**config.mk**
```make
export PLATFORM = sky130hd
export DESIGN_NAME = ref_window_feeder
export DESIGN_NICKNAME = d
export VERILOG_FILES = /design/src/rtl/ref_window_feeder.sv
export SDC_FILE = /design/constraint.sdc
export NUM_CORES = 1
export LEC_CHECK = 0
export BUFFER_PORTS_ARGS = -buffer_cell sky130_fd_sc_hd__buf_2
export CORE_ASPECT_RATIO = 0.5
export CORE_UTILIZATION = 45
export CTS_BUF_LIST = sky130_fd_sc_hd__clkbuf_8
export CTS_CLUSTER_SIZE = 25
export DETAILED_ROUTE_END_ITERATION = 12
export SYNTH_ARGS = -nofsm -noshare
export SYNTH_HDL_FRONTEND = slang
export SYNTH_SLANG_ARGS = --single-unit
```
**constraint.sdc**
```tcl
create_clock -name clk -period 5.7 [get_ports clk]
set_input_delay 0.855 -clock clk [delete_from_list [all_inputs] [get_ports clk]]
set_output_delay 0.855 -clock clk [all_outputs]
set_load 0.05 [all_outputs]
```
**src/rtl/ref_window_feeder.sv**
```systemverilog
// Reads a BLK x BLK pixel block row-major from a 1-cycle-latency memory and
// emits every TAPS-wide horizontal window of each row as one packed word.
module ref_window_feeder #(
    parameter int PIX_W  = 8,
    parameter int BLK    = 15,
    parameter int TAPS   = 7,
    parameter int ADDR_W = 8
) (
    input  logic                    clk,
    input  logic                    reset,
    input  logic                    start,
    output logic                    busy,
    output logic                    done,
    output logic                    mem_rd_en,
    output logic [ADDR_W-1:0]       mem_addr,
    input  logic [PIX_W-1:0]        mem_rdata,
    output logic [TAPS*PIX_W-1:0]   win_data,
    output logic                    win_valid,
    input  logic                    win_ready,
    output logic [3:0]              win_row,
    output logic [3:0]              win_col,
    output logic                    win_last,
    output logic [1:0]              dbg_state
);
    // Handshake: a window transfers on a cycle where win_valid && win_ready; while
    // win_valid is high and win_ready low, win_data/row/col/last hold steady.

    localparam int              FILL_W    = $clog2(TAPS);
    localparam logic [ADDR_W-1:0] LAST_ADDR = ADDR_W'(BLK * BLK - 1);
    localparam logic [3:0]      EDGE_IDX  = 4'(BLK - 1);
    localparam logic [3:0]      COL_OFS   = 4'(TAPS - 1);
    localparam logic [FILL_W-1:0] FILL_FULL = FILL_W'(TAPS - 1);

    typedef enum logic [1:0] {
        S_IDLE  = 2'd0,
        S_RUN   = 2'd1,
        S_FLUSH = 2'd2
    } state_t;

    state_t                   r_state, w_next;
    logic [ADDR_W-1:0]        r_addr;
    logic                     r_rd_pend;
    logic [1:0][PIX_W-1:0]    r_fifo;
    logic                     r_wp, r_rp;
    logic [1:0]               r_cnt;
    logic [TAPS*PIX_W-1:0]    r_shift;
    logic [FILL_W-1:0]        r_fill;
    logic [3:0]               r_pcol, r_prow;
    logic [TAPS*PIX_W-1:0]    r_win_data;
    logic                     r_win_valid, r_win_last, r_done;
    logic [3:0]               r_win_row, r_win_col;

    logic                     w_rd_en, w_start_walk, w_hs;
    logic                     w_avail, w_pop, w_deq, w_push, w_load;
    logic [PIX_W-1:0]         w_head;
    logic [TAPS*PIX_W-1:0]    w_shift_nx;

    always_ff @(posedge clk or posedge reset) begin
        if (reset) r_state <= S_IDLE;
        else       r_state <= w_next;
    end

    always_comb begin
        w_next       = r_state;
        w_rd_en      = 1'b0;
        w_start_walk = 1'b0;
        case (r_state)
            S_IDLE: begin
                if (start) begin
                    w_next       = S_RUN;
                    w_start_walk = 1'b1;
                end
            end
            S_RUN: begin
                if (({1'b0, r_cnt} + {2'b00, r_rd_pend}) < 3'd2) begin
                    w_rd_en = 1'b1;
                    if (r_addr == LAST_ADDR) w_next = S_FLUSH;
                end
            end
            S_FLUSH: begin
                if (w_hs && r_win_last) w_next = S_IDLE;
            end
            default: w_next = S_IDLE;
        endcase
    end

    // The returning read word is visible at the FIFO head in its arrival cycle,
    // so an empty FIFO does not cost a cycle and reads can stream back to back.
    assign w_hs       = r_win_valid && win_ready;
    assign w_avail    = (r_cnt != 2'd0) || r_rd_pend;
    assign w_head     = (r_cnt != 2'd0) ? r_fifo[r_rp] : mem_rdata;
    assign w_pop      = w_avail && ((r_fill != FILL_FULL) || !r_win_valid || win_ready);
    assign w_deq      = w_pop && (r_cnt != 2'd0);
    assign w_push     = r_rd_pend && !(w_pop && (r_cnt == 2'd0));
    assign w_load     = w_pop && (r_fill == FILL_FULL);
    assign w_shift_nx = {w_head, r_shift[TAPS*PIX_W-1:PIX_W]};

    always_ff @(posedge clk or posedge reset) begin
        if (reset) begin
            r_addr    <= '0;
            r_rd_pend <= 1'b0;
            r_fifo    <= '0;
            r_wp      <= 1'b0;
            r_rp      <= 1'b0;
            r_cnt     <= 2'd0;
        end else begin
            r_rd_pend <= w_rd_en;
            if (w_start_walk)  r_addr <= '0;
            else if (w_rd_en)  r_addr <= r_addr + 1'b1;
            if (w_push) begin
                r_fifo[r_wp] <= mem_rdata;
                r_wp         <= ~r_wp;
            end
            if (w_deq) r_rp <= ~r_rp;
            case ({w_push, w_deq})
                2'b10:   r_cnt <= r_cnt + 2'd1;
                2'b01:   r_cnt <= r_cnt - 2'd1;
                default: r_cnt <= r_cnt;
            endcase
        end
    end

    // Fill restarts at each row end so a window never straddles two rows.
    always_ff @(posedge clk or posedge reset) begin
        if (reset) begin
            r_shift <= '0;
            r_fill  <= '0;
            r_pcol  <= '0;
            r_prow  <= '0;
        end else if (w_start_walk) begin
            r_fill <= '0;
            r_pcol <= '0;
            r_prow <= '0;
        end else if (w_pop) begin
            r_shift <= w_shift_nx;
            if (r_pcol == EDGE_IDX) begin
                r_pcol <= '0;
                r_fill <= '0;
                if (r_prow != EDGE_IDX) r_prow <= r_prow + 4'd1;
            end else begin
                r_pcol <= r_pcol + 4'd1;
                if (r_fill != FILL_FULL) r_fill <= r_fill + 1'b1;
            end
        end
    end

    always_ff @(posedge clk or posedge reset) begin
        if (reset) begin
            r_win_data  <= '0;
            r_win_valid <= 1'b0;
            r_win_row   <= '0;
            r_win_col   <= '0;
            r_win_last  <= 1'b0;
            r_done      <= 1'b0;
        end else begin
            r_done <= (r_state == S_FLUSH) && w_hs && r_win_last;
            if (w_load) begin
                r_win_data  <= w_shift_nx;
                r_win_row   <= r_prow;
                r_win_col   <= r_pcol - COL_OFS;
                r_win_last  <= (r_prow == EDGE_IDX) && (r_pcol == EDGE_IDX);
                r_win_valid <= 1'b1;
            end else if (win_ready) begin
                r_win_valid <= 1'b0;
            end
        end
    end

    assign busy      = (r_state != S_IDLE);
    assign done      = r_done;
    assign mem_rd_en = w_rd_en;
    assign mem_addr  = r_addr;
    assign win_data  = r_win_data;
    assign win_valid = r_win_valid;
    assign win_row   = r_win_row;
    assign win_col   = r_win_col;
    assign win_last  = r_win_last;
    assign dbg_state = r_state;

endmodule

```
==> results of run 1 <==
-- layout by cell type (no fill, tap or decap), drive strengths merged, types with 3 or more instances in the layout --
cell type,n
buf,93
nor2,23
xor2,3
xnor2,10
ha,10
o21ai,30
a21oi,18
dfrtp,157
or3,7
nor3,5
mux2i,8
inv,15
clkbuf,18
nand3,9
nand4,5
nand2,31
clkinvlp,4
mux2,108
clkinv,4
-- worst reg2reg max path: cells and delay by family, from the launching register on --
kind / cells / cell delay (ns)
fa+ha+maj: 1 / 0.30
buf+inv: 2 / 0.68
flops: 1 / 0.40
mux: 1 / 0.41
simple gates: 2 / 0.76
-- synthesized netlist by cell type, drive strengths merged (2+ instances only) --
library cell and count:
ha 10, nor2 23, xor2 3, nand3 9, mux2i 8, xnor2 10
or3 7, o31ai 2, dfrtp 157, nand4 5, clkbuf 4, nand4b 2
nor4 2, nor3 5, o21ai 30, buf 18, nand2b 2, or2 2
inv 10, a21oi 18, mux2 108, nand2 31
-- final cells by class --
| class | instances | area [sq um] |
|---|---|---|
| clock buffers | 18 | 248 |
| clock inverters | 14 | 134 |
| fillers | 1215 | 6450 |
| inverters | 10 | 42.5 |
| multi-input cells | 289 | 2410 |
| flip-flops and latches | 157 | 3930 |
| well taps | 192 | 240 |
| repair buffers | 93 | 473 |
-- layer usage --
layer | global-route usage [%] | wire, microns
met5 | 0 | 0
met1 | 24.2 | 6240
met4 | 6.76 | 106
met3 | 3.95 | 356
met2 | 24.5 | 4860
-- sequential cells by signal, summed over array words and instances (netlist names), 3 cells and up --
| signal | cells |
|---|---|
| mem_addr | 8 |
| r_fifo | 16 |
| r_fill | 3 |
| r_pcol | 4 |
| r_prow | 4 |
| r_shift | 48 |
| win_col | 4 |
| win_data | 56 |
| win_row | 4 |
-- through the flow --
step / instances / cell area (sq um)
after floorplan: 478 / 6590
after global placement: 741 / 7090
after detailed placement: 741 / 7090
after CTS: 773 / 7470
after global routing: 773 / 7470
final: 773 / 7470
-- cells by family (layout without fill, tap and decap cells) --
logic type | count (synthesis) | count (layout)
buf+inv | 32 | 135
mux | 116 | 116
flops | 157 | 157
simple gates | 95 | 95
compound gates | 55 | 55
fa+ha+maj | 10 | 10
xor+xnor | 13 | 13
-- how the worst max path moves through the flow --
stage	startpoint	endpoint	cells after the start
after floorplan	reset	dbg_state[0]$_DFFE_PP0P_	1
after global placement	win_ready	win_data[43]$_DFFE_PP0P_	5
after detailed placement	win_ready	win_data[16]$_DFFE_PP0P_	5
after CTS	r_fill[0]$_DFFE_PP0P_	win_data[32]$_DFFE_PP0P_	6
after global routing	r_fill[0]$_DFFE_PP0P_	win_data[43]$_DFFE_PP0P_	6
final	r_fill[0]$_DFFE_PP0P_	win_data[32]$_DFFE_PP0P_	6
==> impl_metrics.toml, run 1 <==
[cts]
holdBufCountCts = 0
cts-root-buf = "clkbuf_8"
cts.sinks = 157
max-clock-path-buffers = 2
cts_buffers = 17
post_cts_buffers = 0
htree_num_levels = 4
clk_pin_slew_ns = 0.09
clock_latency_ns = 0.44
cts.repair.resized = 0
cts_tree = "built"

[timing]
hold_ws_ns = 0.480
tightest_slew_ns = 1.05
slew_violations = 0
hold_violations = 0
slew_headroom_pct = 30.2
fin_skew_ns = 0.0209
min_period_ns = 2.68
rsz0062_at_grt = "no"
setup_violations = 0
finalWorstSetupSlack_ns = 3.02
tns_ns = 0
post-route-period-util_pct = 47.0
fmax_mhz = 373

[critical_path]
ff2ff_path_depth = 6
critPathLaunchType = "flop"
crit_family = "simple AND/OR/NAND/NOR gates"
cp_max_fo = 51
worstSetupEndpointType = "flop"
rrSetupSlack_ns = 3.02
critical_path_arrival_ns = 3.00
r2r-end = "win_data[32]$_DFFE_PP0P_"
crit_required_ns = 6.02
worstPathCellList = "inv_1 -> ha_1 -> nand4b_2 -> nand4_4 -> buf_4 -> mux2_2"
critPathBufInv = 2
crit-reg2reg-launch = "r_fill[0]$_DFFE_PP0P_"
slowest_delay_ns = 0.59
crit_slowest_cell = "buf_4"
crit_type = "reg -> reg"

[grt]
grt_antenna_before_repair = 0
grt_start_max_net_pins = 118
gr-total-overflow = 0
first_global_vias = 3719
grt_pass1_wl_microns = 19600
grt_usage_pct = 16.7

[run_status]
outcome = "complete, no violations"

[finish]
final_util_pct = 53.7
antenna_cells = 0
nNetsFinal = 590
drive_gt1_share_pct = 41.0
synthToLayoutAreaGrowth_pct = 13.5

[detailed_routing]
viasPerCell = 4.96
firstDrtPassIters = 4
routed-via-count = 3837
wl_per_cell_microns = 15.0
wl_microns = 11600
drt_iter0_markers = 165
route.detailed.drc = 0
antenna_left = 0

[synth]
yosysTopAreaCell = "dfrtp_1"
synthDominantCellAreaShare_pct = 59.7
async_flop_share_pct = 100
synth-compound-area-share_pct = 4.58
synth_adder_area_share_pct = 1.90
ys_seq_area_share_pct = 59.7
synth_top_family_by_area = "multiplexers"
synth_xor_area_share_pct = 1.73
synth_cell_types = 45
syn_inst = 478
ys_seq_elements = 157
synthTopCellsByArea = "dfrtp_1 60%, mux2_2 14%, mux2_4 4.6%"
synth-main-ff-cell = "dfrtp_1"
synth_simple_gate_area_share_pct = 7.41
yosysWarnings = 0
syn_nets = 500
synth_edf_count = 0
synthMuxAreaShare_pct = 20.8
syn_area_per_cell_sq_um = 13.8
syn_area_sq_um = 6590

[floorplan]
die_y_microns = 87.5
die_w_microns = 173
dieArea_sq_um = 15200
io_pins = 91
num_rows = 30
start_util_pct = 47.3
core_sq_um = 13900

[worst_hold_path]
holdCritPathClass = "reg -> reg"
hold_depth = 2
holdCritStartpoint = "win_data[53]$_DFFE_PP0P_"
worstHoldEndpoint = "win_data[53]$_DFFE_PP0P_"

[run]
max_cap_viol_count = 0

[place]
hpwl_microns = 7480
port_buffers = 90
gp_congestion = 0.761
dp_slack_ns = 2.75
Power of run 1 is not shown: default switching activity piles up to over one toggle a cycle in this logic, so the estimate is an artifact.
==> run 2, diff against run 1 <==
clock period = 2.75 ns   (was 5.7 ns; I/O delays follow)
==> run 2 against run 1 <==
  * Via count up 0.23%
  * Cell count up 0.39%
  * Design area up 0.85%
  * Die area unchanged
  * Highest routed layer unchanged
  * Worst hold slack worse by 0.24 ns
  * First-iteration DRC count up 11%
  * Critical endpoint is now mem_rd_en
  * Non-clock buffer count up 4
  * Flip-flop and latch count unchanged
  * Wire length up 0.66%
==> impl_metrics.toml, run 2 (synthesized netlist as in run 1, its figures left out) <==
[grt]
gr-total-overflow = 0
first_global_vias = 3678
grt_pass1_wl_microns = 19700
grt_usage_pct = 16.7
grt_start_max_net_pins = 119
grt_antenna_before_repair = 0

[cts]
holdBufCountCts = 1
cts_buffers = 17
clock_latency_ns = 0.43
post_cts_buffers = 0
cts_tree = "built"
cts.repair.resized = 0
clk_pin_slew_ns = 0.09
cts-root-buf = "clkbuf_8"
htree_num_levels = 4
cts.sinks = 157
max-clock-path-buffers = 2

[critical_path]
rrSetupSlack_ns = 0.55
r2r-end = "win_data[12]$_DFFE_PP0P_"
crit_slowest_cell = "dfrtp_1"
startpoint = "dbg_state[1]$_DFFE_PP0P_"
critPathLaunchType = "flop"
ff2ff_path_depth = 6
crit_required_ns = 2.34
critPathBufInv = 1
critical_path_arrival_ns = 1.80
worstPathCellList = "nand2b_1 -> nor2_1 -> buf_2"
crit_family = "simple AND/OR/NAND/NOR gates"
crit_type = "reg -> out"
cp_max_fo = 10
worstSetupEndpointType = "primary output"
crit-reg2reg-launch = "r_fill[0]$_DFFE_PP0P_"
slowest_delay_ns = 0.43

[detailed_routing]
drt_iter0_markers = 183
route.detailed.drc = 0
wl_microns = 11600
firstDrtPassIters = 4
antenna_left = 0
viasPerCell = 4.96
routed-via-count = 3846
wl_per_cell_microns = 15.0

[worst_hold_path]
worstHoldEndpoint = "r_fifo[10]$_DFFE_PP0P_"
hold_depth = 2
holdCritStartpoint = "mem_rdata[2]"
holdCritPathClass = "in -> reg"

[timing]
fin_skew_ns = 0.0125
post-route-period-util_pct = 80.5
tightest_slew_ns = 0.642
tns_ns = 0
finalWorstSetupSlack_ns = 0.538
rsz0062_at_grt = "no"
slew_headroom_pct = 57.2
fmax_mhz = 452
slew_violations = 0
min_period_ns = 2.21
setup_violations = 0
hold_violations = 0

[floorplan]
die_y_microns = 87.5
start_util_pct = 47.3
dieArea_sq_um = 15200
num_rows = 30
die_w_microns = 173
core_sq_um = 13900
io_pins = 91

[finish]
layout_commonest_cell = "dfrtp_1"
synthToLayoutAreaGrowth_pct = 14.5
largest_reg_flops = 56
nNetsFinal = 594
antenna_cells = 0
most-common-layout-cells = "157 x dfrtp_1, 90 x buf_2, 84 x mux2_2"
fillCellCount = 1250
drive_gt1_share_pct = 41.3

[run]
max_cap_viol_count = 0

[place]
gp_congestion = 0.806
dp_slack_ns = 0.549
port_buffers = 90
hpwl_microns = 7500

[run_status]
outcome = "complete, no violations"
## run 2: cell types whose count changed in the layout (fill, tap and decap cells not counted), sizes merged
cell and delta:
buf +3, inv +1, clkinv -3, dlygate4sd3 +1, clkinvlp +1
## run 2: final cells by class
| cell class | instances | area, sq um | area share [%] |
|---|---|---|---|
| multi-input cells | 289 | 2410 | 31.9 |
| well taps | 192 | 240 | 3.19 |
| repair buffers | 97 | 543 | 7.20 |
| inverters | 10 | 41.3 | 0.548 |
| clock buffers | 18 | 248 | 3.29 |
| flip-flops and latches | 157 | 3930 | 52.1 |
| clock inverters | 13 | 129 | 1.71 |
## run 2: how the worst max path moves through the flow
stage	to	slack, ns	depth (start not counted)
final	mem_rd_en	0.54	3
after global routing	win_data[27]$_DFFE_PP0P_	0.36	6
after CTS	mem_rd_en	0.52	3
after detailed placement	win_data[19]$_DFFE_PP0P_	0.55	6
after global placement	win_data[0]$_DFFE_PP0P_	0.61	6
after floorplan	dbg_state[0]$_DFFE_PP0P_	0.35	1
## run 2: stage by stage
stage | instances | area [sq um] | hold WS, ns | utilization [%]
global route | 776 | 7540 | 0.221 | 54.1
floorplan | 478 | 6590 | 0.460 | -
finish | 776 | 7540 | 0.240 | 54.1
detailed placement | 744 | 7150 | 0.345 | 51.3
global placement | 744 | 7150 | 0.344 | 51.3
CTS | 776 | 7540 | 0.213 | 54.1
## run 2: per-layer routing
| metal | GRT usage (%) | routed length, microns |
|---|---|---|
| met1 | 24.8 | 6200 |
| met2 | 24.3 | 4900 |
| met3 | 3.69 | 415 |
| met4 | 5.55 | 130 |
| met5 | 0 | 0 |
Power of run 2 is left out for the same reason.
==> run 3, diff against run 2 <==
clock period = 2.2 ns   (was 2.75 ns; I/O delays follow)
==> run 3 against run 2 <==
  * The run now ends with negative hold slack left
  * Non-clock buffer count rose by 6
  * Via count rose by 1.2%
  * Worst hold slack got worse by 0.24 ns
  * Global-route usage fell by 0.099 points
  * Wire length fell by 0.10%
  * Clock skew barely moved
  * Core utilization rose by 0.73 points
  * Highest routed layer unchanged
==> impl_metrics.toml, run 3 (synthesized netlist as in run 1, its figures left out) <==
[run_status]
outcome = "complete, but fails checks"
violations = "negative hold slack"

[finish]
final-seq-area_sq_um = 3930
multi_input_area_sq_um = 2410
most-common-layout-cells = "157 x dfrtp_1, 90 x buf_2, 84 x mux2_2"
largest_reg_flops = 56
synthToLayoutAreaGrowth_pct = 16.0
layout_commonest_cell = "dfrtp_1"
fillCellCount = 1238
drive_gt1_share_pct = 42.3
antenna_cells = 0
nNetsFinal = 600

[critical_path]
rrSetupSlack_ns = 0.14
startpoint = "dbg_state[1]$_DFFE_PP0P_"
worstSetupEndpointType = "primary output"
critPathLaunchType = "flop"
cp_max_fo = 10
r2r-end = "win_data[45]$_DFFE_PP0P_"
ff2ff_path_depth = 6
crit_type = "reg -> out"
critical_path_arrival_ns = 1.76
crit-reg2reg-launch = "r_fill[0]$_DFFE_PP0P_"
crit_required_ns = 1.87

[timing]
hold_ws_ns = -0.00215
tightest_slew_ns = 0.499
setup_violations = 0
fmax_mhz = 477
fin_skew_ns = 0.0122
min_period_ns = 2.09
rsz0062_at_grt = "no"
tns_ns = 0
post-route-period-util_pct = 95.2
hold_violations = 3
finalWorstSetupSlack_ns = 0.105
slew_violations = 0
slew_headroom_pct = 66.7

[place]
gp_congestion = 0.763
port_buffers = 90
hpwl_microns = 7800
dp_slack_ns = 0.148

[detailed_routing]
routed-via-count = 3891
wl_microns = 11600
drt_iter0_markers = 197
route.detailed.drc = 0
firstDrtPassIters = 4
antenna_left = 0
wl_per_cell_microns = 14.8
viasPerCell = 4.97

[cts]
cts_buffers = 17
holdBufCountCts = 0
clock_latency_ns = 0.44
cts_tree = "built"
cts-root-buf = "clkbuf_8"
htree_num_levels = 4
post_cts_buffers = 0
cts.sinks = 157
max-clock-path-buffers = 2
clk_pin_slew_ns = 0.10

[grt]
grt_pass1_wl_microns = 19700
grt_start_max_net_pins = 90
gr-total-overflow = 0
grt_usage_pct = 16.6
first_global_vias = 3809
grt_antenna_before_repair = 0

[floorplan]
start_util_pct = 47.3
core_sq_um = 13900
dieArea_sq_um = 15200
die_w_microns = 173
io_pins = 91
die_y_microns = 87.5
num_rows = 30

[run]
max_cap_viol_count = 0

[worst_hold_path]
holdCritPathClass = "in -> async"
[run 3: changes by cell type in the layout (fill, tap and decap cells not counted), sizes merged]
cell / delta
inv: +1
clkinv: +1
buf: +7
dlygate4sd3: -1
clkinvlp: -1
[run 3: layout make-up]
type,instances,area share [%]
Tap cell,192,3.14
Timing Repair Buffer,103,8.16
Inverter,10,0.541
Clock buffer,18,3.24
Multi-Input combinational cell,289,31.5
Clock inverter,14,1.93
Sequential cell,157,51.4
[run 3: critical path, stage by stage, from the launching register on]
cell and delay, ns:
dfrtp_1 0.44, nand2b_1 0.33, nor2_2 0.26, buf_2 0.30
[run 3: worst max path at each step]
stage                                    end  slack (ns)
floorplan           dbg_state[0]$_DFFE_PP0P_       -0.12
global placement     win_data[9]$_DFFE_PP0P_        0.21
detailed placement  win_data[28]$_DFFE_PP0P_        0.15
CTS                                mem_rd_en        0.03
global route                       mem_rd_en        0.02
finish                             mem_rd_en        0.11
[run 3: timing repair]
item / in CTS / in global routing
endpoints found under the setup margin: 0 / 1
hold endpoints to repair: 0 / 0
gates resized for setup: 0 / 1
[run 3: metal layers]
layer  share of wire, %  GRT usage [%]
met1                 54           24.6
met3                2.9           3.52
met5                  0              0
met4               0.62           6.52
met2                 43           23.8
[run 3: through the flow]
step                hold slack (ns)  util [%]  instance area [sq um]  std cells
finish                     -0.00215      54.9                   7640        783
global route                 0.0186      54.9                   7640        783
CTS                         0.00840      54.8                   7640        783
detailed placement            0.468      52.0                   7240        751
global placement              0.460      52.0                   7240        751
floorplan                     0.426         -                   6590        478
Power of run 3 is left out for the same reason.
